==> src/rtl/rf_wb_ctrl.sv <==
// Writeback arbiter and register scoreboard.
// Merges ALU and LSU writebacks into one registered register-file write port.
module rf_wb_ctrl #(
    parameter bit RR_EN = 1'b1
) (
    input  logic        clk,
    input  logic        rst,
    input  logic        iss_valid,
    input  logic [4:0]  iss_rd,
    input  logic [4:0]  chk_rs1,
    input  logic [4:0]  chk_rs2,
    output logic        chk_busy1,
    output logic        chk_busy2,
    input  logic        a_valid,
    input  logic [4:0]  a_rd,
    input  logic [63:0] a_data,
    output logic        a_ready,
    input  logic        l_valid,
    input  logic [4:0]  l_rd,
    input  logic [63:0] l_data,
    output logic        l_ready,
    output logic        w_en,
    output logic [4:0]  w_reg,
    output logic [63:0] w_data,
    output logic [31:0] sb_busy
);

    logic        alu_turn;
    logic        tie;
    logic        xfer;
    logic [4:0]  sel_rd;
    logic [63:0] sel_data;
    logic [31:0] busy;
    logic [31:0] set_mask;
    logic [31:0] clr_mask;

    assign tie = a_valid && l_valid;

    // Grant: lone requester wins; ties go by policy; nothing under reset.
    always_comb begin
        a_ready = 1'b0;
        l_ready = 1'b0;
        if (!rst) begin
            if (tie) begin
                a_ready = RR_EN ? alu_turn : 1'b1;
                l_ready = !a_ready;
            end else begin
                a_ready = a_valid;
                l_ready = l_valid;
            end
        end
    end

    assign xfer     = (a_valid && a_ready) || (l_valid && l_ready);
    assign sel_rd   = a_ready ? a_rd : l_rd;
    assign sel_data = a_ready ? a_data : l_data;

    // Tie pointer moves only on contested cycles; after reset ALU wins first.
    always_ff @(posedge clk) begin
        if (rst) begin
            alu_turn <= 1'b1;
        end else if (tie) begin
            alu_turn <= l_ready;
        end
    end

    // Registered write port; writes to x0 are swallowed and leave reg/data alone.
    always_ff @(posedge clk) begin
        if (rst) begin
            w_en   <= 1'b0;
            w_reg  <= 5'd0;
            w_data <= 64'd0;
        end else begin
            w_en <= xfer && (sel_rd != 5'd0);
            if (xfer && (sel_rd != 5'd0)) begin
                w_reg  <= sel_rd;
                w_data <= sel_data;
            end
        end
    end

    // Set from issue, clear on register-file commit.
    always_comb begin
        set_mask = '0;
        clr_mask = '0;
        if (iss_valid && (iss_rd != 5'd0)) begin
            set_mask[iss_rd] = 1'b1;
        end
        if (w_en) begin
            clr_mask[w_reg] = 1'b1;
        end
    end

    // Scoreboard update; set overrides a same-edge clear, x0 never busy.
    always_ff @(posedge clk) begin
        if (rst) begin
            busy <= '0;
        end else begin
            busy <= ((busy & ~clr_mask) | set_mask) & ~32'h1;
        end
    end

    assign chk_busy1 = busy[chk_rs1];
    assign chk_busy2 = busy[chk_rs2];
    assign sb_busy   = busy;

endmodule
==> config.mk <==
export PLATFORM = sky130hd
export DESIGN_NAME = rf_wb_ctrl
export DESIGN_NICKNAME = d
export VERILOG_FILES = /design/src/rtl/rf_wb_ctrl.sv
export SDC_FILE = /design/constraint.sdc
export NUM_CORES = 1
export LEC_CHECK = 0
export ABC_CLOCK_PERIOD_IN_PS = 2800
export CORE_AREA = 2 2 118 120
export DETAILED_ROUTE_END_ITERATION = 8
export DIE_AREA = 0 0 120 122
export GPL_TIMING_DRIVEN = 0
export PLACE_DENSITY = 0.8
export SLEW_MARGIN = 20
export SYNTH_ARGS = -nofsm -noshare
export SYNTH_HDL_FRONTEND = slang
export SYNTH_SLANG_ARGS = --single-unit
==> constraint.sdc <==
create_clock -name clk -period 2.8 [get_ports clk]
set_input_delay 0.56 -clock clk [delete_from_list [all_inputs] [get_ports clk]]
set_output_delay 0.56 -clock clk [all_outputs]
set_load 0.01 [all_outputs]
---- Word-level counts from Yosys, hierarchy flattened ----
Index checks and enable logic that the tools add are counted.
W data, S select, Z words.
cells by class
  magnitude comparators ................... 6
  mux-type cells .......................... 16
  bitwise operators ....................... 3
  reductions and logical operators ........ 11
operators by type and width
  operator              count
  $mux W32              2
  $mux W64              1
  $and A32 B32 Y32      1
  $not A32 Y32          1
  $or A32 B32 Y32       1
  $lt A5 B6 Y1 const B  4
  $bmux W1 S5           2
  $demux W1 S5          2
  $ge A5 B1 Y1 const B  2
  $reduce_bool A5 Y1    2
  $mux W1               8
  $logic_and A1 B1 Y1   7
  $mux W5               1
  $logic_not A1 Y1      1
  $logic_or A1 B1 Y1    1
word-level totals
  flip-flop bits (word level) ............. 103
  input port bits ......................... 158
  output and inout bits ................... 106
  word-level logic and storage cells ...... 42

---- Depth between registers and ports, before layout ----
Gate-level depths: netlist (run 1).
  depth after elaboration ................. 8
  mapped depth ............................ 8
  mapped depth without buffers ............ 6

---- Worst setup path before layout (run 1) ----
OpenSTA, ideal clock, no wires.
  kind .................................... input -> output
  from .................................... input chk_rs1[0]
  to ...................................... output chk_busy1
  data arrival time ....................... 1.942 ns
  required time ........................... 2.240 ns
  slack ................................... 0.298 ns
  cell stages on the path ................. 5
  path buffers ............................ 1
  cell sequence ........................... clkbuf_1 > mux4_2 > mux2i_1 > nor3b_1 > or3_1
on the way
  cells in the longest elaborated chain, start to end .. 2
RTL lines
  item                           RTL line  RTL
  start: declaration             10        input logic [4:0] chk_rs1,
  $bmux W1 S5                    103       assign chk_busy1 = busy[chk_rs1];
  $mux W1 (not written as such)  103
  end: declaration               12        output logic chk_busy1,
Every way passes these cells. The select of a mux whose other input is x is not followed.

---- Worst setup path after layout (run 1) ----
Same ends and word-level chain as after synthesis.

==> results of run 1 <==
per-layer routing:
layer | global-route usage (%) | up-vias | routed length, um
met5 | 0 | - | 0
met4 | 7.65 | 0 | 359
met3 | 5.99 | 30 | 1360
met2 | 45.7 | 231 | 9600
met1 | 28.2 | 2542 | 7190
li1 | - | 2547 | -
path summary, 6_finish.rpt:
path	end
hold / removal	w_data[11]
setup / recovery	chk_busy1
hold reg to reg	w_data[11]
setup reg to reg	w_data[49]
power by group through the flow:
| stage | combinational, mW | clock (mW) | sequential, mW |
|---|---|---|---|
| 3_3_place_gp | 0.976 | 0 | 1.67 |
| 3_5_place_dp | 0.991 | 0 | 1.68 |
| 4_1_cts | 1.00 | 1.40 | 1.65 |
| 6_report | 1.00 | 1.39 | 1.65 |
| 2_1_floorplan | 0.358 | 0 | 1.72 |
| 5_1_grt | 1.06 | 1.46 | 1.66 |
timing repair:
item                                    CTS  global route
gates resized for setup                  30            10
hold endpoints to repair                  0             0
gates cloned                              2             0
endpoints found under the setup margin    4             3
hold buffers                              0             0
buffers inserted                          5             0
pin swaps                                 2             0
logic make-up (layout without fill, tap and decap cells):
| family | Yosys count | after routing | synth area share [%] |
|---|---|---|---|
| buf+inv | 43 | 326 | 4.45 |
| mux | 161 | 161 | 31.5 |
| simple gates | 160 | 160 | 16.5 |
| flops | 102 | 102 | 38.0 |
| other cells | 1 | 1 | 0.0699 |
| compound gates | 92 | 92 | 9.51 |
synth_stat cells, types with 3 or more instances:
master | instances | area [um^2]
a21oi_1 | 43 | 215
a22oi_1 | 4 | 30.0
and3_1 | 3 | 18.8
buf_2 | 8 | 40.0
buf_6 | 8 | 90.1
clkbuf_1 | 17 | 63.8
dfxtp_1 | 102 | 2040
inv_1 | 6 | 22.5
mux2i_1 | 153 | 1530
mux4_2 | 6 | 135
nand2_1 | 38 | 143
nand2b_1 | 66 | 413
nand3_1 | 16 | 80.1
nor2_1 | 7 | 26.3
nor2b_1 | 7 | 43.8
nor3_1 | 7 | 35.0
nor3b_1 | 6 | 45.0
o21ai_0 | 34 | 170
o32ai_1 | 4 | 35.0
cell usage in the layout (no fill, tap or decap), types with 8 or more instances in the layout:
| cell type | count |
|---|---|
| clkbuf_16 | 9 |
| nand2_1 | 38 |
| a21oi_1 | 43 |
| mux2i_1 | 151 |
| o21ai_0 | 34 |
| dfxtp_1 | 102 |
| nand2b_1 | 66 |
| nand3_1 | 16 |
| buf_6 | 10 |
| clkdlybuf4s50_1 | 248 |
| clkbuf_1 | 11 |
| buf_4 | 8 |
per-stage QoR:
| stage | util (%) | cell area [um^2] | worst slack (ns) | power [mW] | hold slack [ns] |
|---|---|---|---|---|---|
| CTS | 63.8 | 8620 | 0.0137 | 4.05 | 0.478 |
| detailed placement | 60.7 | 8200 | -0.668 | 2.67 | 0.464 |
| finish | 63.9 | 8630 | 0.0803 | 4.04 | 0.478 |
| global placement | 60.7 | 8200 | -0.625 | 2.64 | 0.459 |
| floorplan | - | 5370 | 0.298 | 2.08 | 0.493 |
| global route | 63.9 | 8630 | 0.00286 | 4.18 | 0.499 |
worst min-delay path: cells and delay by family, from the launching register on:
| family | cells | cell delay, ns |
|---|---|---|
| flip-flops | 1 | 0.31 |
| multiplexers | 1 | 0.06 |
| AND/OR/NAND/NOR | 1 | 0.06 |
cell type report:
type	instances	area share, %
multi-input cells	414	35.9
inverters	7	0.305
plain buffers	36	2.90
well taps	180	2.61
clock inverters	5	0.943
flip-flops and latches	102	23.7
clock buffers	11	2.93
repair buffers	267	30.7
==> metrics.txt, run 1 <==
fraction of layout cells with a size suffix above 1=7.48%; Max Clk Rate=368 MHz; post-synthesis register bit count=102; Post-Synthesis Cells=559; initial core utilization=39.7%; DRC Markers=0; clk sink count=102; switching share of total power=26.0%; total negative slack=0 ns; FF-to-FF Start=alu_turn; number of synthesized flops with an enable pin=0; WP buf/inv=2; reg2reg path depth=7; Cell Area, Synth=5370 um^2; ys flop type=dfxtp_1; critical path's top delay family=multiplexers; critical path capture point type=output pin; Max-cap violations=0; Port Buffers=260; Power Density=468 nW/um^2; count of final setup violators=0; minimum clock period=2.72 ns; GRT Total Usage=24.8%; post-route ant nets=0; Netlist cell types=35; Core ar.=13500 um^2; vias in the first global route=5475; hpwl dp=14.7 mm; Worst Setup SP=chk_rs1[0]; GR Overflow Total=0; unrepaired setup endpoints after global routing=no; H-tree depth=3; Vias=5350; final cell count without fillers=1022; critical path's slowest cell=mux4_2; combinational fraction of design power=24.8%; cell depth of the worst setup path=6; Critical Path Fanout Max=7; Nets=995; Peak VDD IR=0.409 mV; row count=43; placed cells=999; clk root buf=clkbuf_16; final hold vios=0; CTS tree=built; initial antenna violation count=0; period utilization=97.1%; max reg flops=64; largest net degree at the start of global routing=17; WP data required=2.24 ns; register area=2040 um^2; Antenna diodes=0; fraction of registers with async set/reset=0%; vias per inst=5.23; hold path startpoint=w_data[11]; height of the chip=122 um; Filler cells=1116; Final Max Slew Viols=0; Syn Nets=717; clk_lat worst skew=0.35 ns; cts bufs inserted=9; Worst-Margin Slew=1.18 ns; Max clock buf depth=2; clk slew on worst S/H paths=0.07 ns; die area=14600 um^2; CP arrival=2.16 ns; Worst Setup Path Type=primary input to output pin; Multi-input gate area=3100 um^2; first-pass GRT wire length=28.5 mm; Slowest Stage Delay on Critical Path=0.52 ns; Clock Skews=0.00820 ns; clock share of power=34.4%; boundary pin count=264; P_sw=1.05 mW; Int Pwr=2.99 mW; Routed WL=18.5 mm; Synth Warn #=0; status=complete, no violations; Max-slew headroom=21.4%; CP startpoint kind=primary input; total leakage power=3.61 nW; DR iter-0 viols=199; Hold Path Class=flip-flop to flip-flop; post-synthesis sequential area ratio=38.0%; Horiz. Die Dim=120 um; Area Growth Syn to Fin=60.7%; post-DR wirelength/cell=18.1 um; Post-Syn Area per Cell=9.60 um^2; sequential power share=40.8%; drt first pass iters=4; cells along the critical path=buf_2, mux4_2, mux2i_1, nor3b_1, or3_1, dlygate4sd2_1; Hold Path Stages=2; routability cong.=0.912; register-to-register setup slack=0.95 ns
Note: power is estimated with default switching activity, not from simulation.
==> inputs of run 2 (changes only) <==
PLACE_DENSITY = 0.77   (was 0.8)
==> metrics.txt, run 2 (synthesis gave the netlist of run 1 again) <==
drt first pass iters=5; Hold Path Class=flip-flop to flip-flop; Core ar.=13500 um^2; DRC Markers=0; Horiz. Die Dim=120 um; met1 GRT Util=27.0%; clk root buf=clkbuf_16; count of final setup violators=0; clk_lat worst skew=0.34 ns; Slowest Stage Delay on Critical Path=0.32 ns; WP data required=2.24 ns; CP arrival=2.15 ns; GRT busiest layer=met2; CP startpoint kind=primary input; met2 Use GR=43.4%; Antenna diodes=0; final hold vios=0; Critical Path Fanout Max=7; Max-cap violations=0; row count=43; vias per inst=5.13; Worst Setup Path Type=primary input to output pin; Clock Skews=0.00880 ns; M3 GR Usage=6.79%; Overall Power=3.97 mW; routability cong.=0.950; initial antenna violation count=0; Vias=5253; R2R Path End=w_data[43]; Port Buffers=260; vias in the first global route=5426; unrepaired setup endpoints after global routing=no; Nets=997; initial core utilization=39.7%; Power Density=458 nW/um^2; WP buf/inv=4; GR Overflow Total=0; post-route ant nets=0; cts bufs inserted=9; hold path startpoint=w_data[46]; clk sink count=102; Max-slew headroom=23.9%; fraction of layout cells with a size suffix above 1=7.82%; H-tree depth=3; hpwl dp=14.5 mm; critical path's slowest cell=or3_1; Worst-Margin Slew=1.14 ns; register-to-register setup slack=0.96 ns; critical path capture point type=output pin; reg2reg path depth=7; max reg flops=64; commonest non-fill, non-tap cell in the layout=clkdlybuf4s50_1; period utilization=96.7%; Hold Path Stages=2; critical path's top delay family=buffers and inverters; Max Clk Rate=369 MHz; Max clock buf depth=2; Peak VDD IR=0.341 mV; total leakage power=3.61 nW; cells along the critical path=dlygate4sd2_1, clkbuf_8, buf_4, mux4_2, mux2i_1, nor3_1, or3_1, clkdlybuf4s15_2; clk slew on worst S/H paths=0.07 ns; Final Max Slew Viols=0; placement-stage worst setup slack=-0.760 ns; CTS hold repair buffers=0; FF-to-FF Start=alu_turn; Area Growth Syn to Fin=61.5%; post-DR wirelength/cell=17.5 um; worst hold path endpoint=w_data[46]; die area=14600 um^2; Final Util=64.2%; boundary pin count=264; Filler cells=1100; first-pass GRT wire length=27.6 mm; GRT Total Usage=24.2%; minimum clock period=2.71 ns; post-route setup slack=0.0911 ns; largest net degree at the start of global routing=16; CTS tree=built; Routed WL=17.9 mm; height of the chip=122 um; status=complete, no violations; DR iter-0 viols=214; commonest cells after routing, fill and taps aside=clkdlybuf4s50_1, mux2i_1, dfxtp_1, nand2b_1, a21oi_1
==> run 2: layout make-up <==
| cell class | count | area, um^2 | share of cell area (%) |
|---|---|---|---|
| clock inverter | 4 | 70.1 | 0.808 |
| multi-input combinational | 414 | 3140 | 36.2 |
| tap | 180 | 225 | 2.60 |
| timing repair buffer | 269 | 2670 | 30.8 |
| buffer | 36 | 253 | 2.92 |
| inverter | 7 | 26.3 | 0.303 |
| clock buffer | 12 | 246 | 2.84 |
| sequential | 102 | 2040 | 23.6 |
==> run 2: worst reg2reg max path, delay by kind of cell (launching register included) <==
family / cells / cell delay (ns)
multiplexers: 2 / 0.35
buffers and inverters: 3 / 0.55
flip-flops: 1 / 0.37
AND/OR/NAND/NOR: 2 / 0.46
==> run 2: worst max-delay path by stage <==
stage / slack [ns] / cells past startpoint / start / end
final: 0.09 / 8 / chk_rs2[1] / chk_busy2
after global routing: 0.002 / 6 / chk_rs1[0] / chk_busy1
after CTS: -0.14 / 8 / chk_rs2[2] / chk_busy2
after detailed placement: -0.76 / 7 / chk_rs2[1] / chk_busy2
after global placement: -0.65 / 7 / chk_rs1[1] / chk_busy1
after floorplan: 0.30 / 5 / chk_rs1[0] / chk_busy1
==> run 2: power breakdown <==
| part | total [mW] | internal, mW | switching (mW) |
|---|---|---|---|
| registers | 1.65 | 1.57 | 0.0798 |
| logic | 0.997 | 0.592 | 0.406 |
| clock network | 1.33 | 0.805 | 0.520 |
| total | 3.97 | 2.97 | 1.01 |
==> run 2: repair_timing <==
item / in CTS / in global routing
cloned: 1 / 1
setup buffers: 6 / 1
endpoints found under the setup margin: 4 / 4
resized for setup: 35 / 14
==> run 2: per-layer routing <==
| layer | up-vias | wire length (um) |
|---|---|---|
| li1 | 2546 | - |
| met3 | 32 | 1530 |
| met5 | - | 0 |
| met1 | 2432 | 6640 |
| met2 | 243 | 9220 |
| met4 | 0 | 502 |
==> run 2: metrics by stage <==
stage / setup TNS (ns) / cells / area [um^2] / hold WS, ns
4_1_cts: -0.144 / 1022 / 8630 / 0.476
6_report: 0 / 1024 / 8670 / 0.476
2_1_floorplan: 0 / 559 / 5370 / 0.493
3_5_place_dp: -2.06 / 999 / 8200 / 0.468
5_1_grt: 0 / 1024 / 8670 / 0.495
3_3_place_gp: -1.89 / 999 / 8200 / 0.458
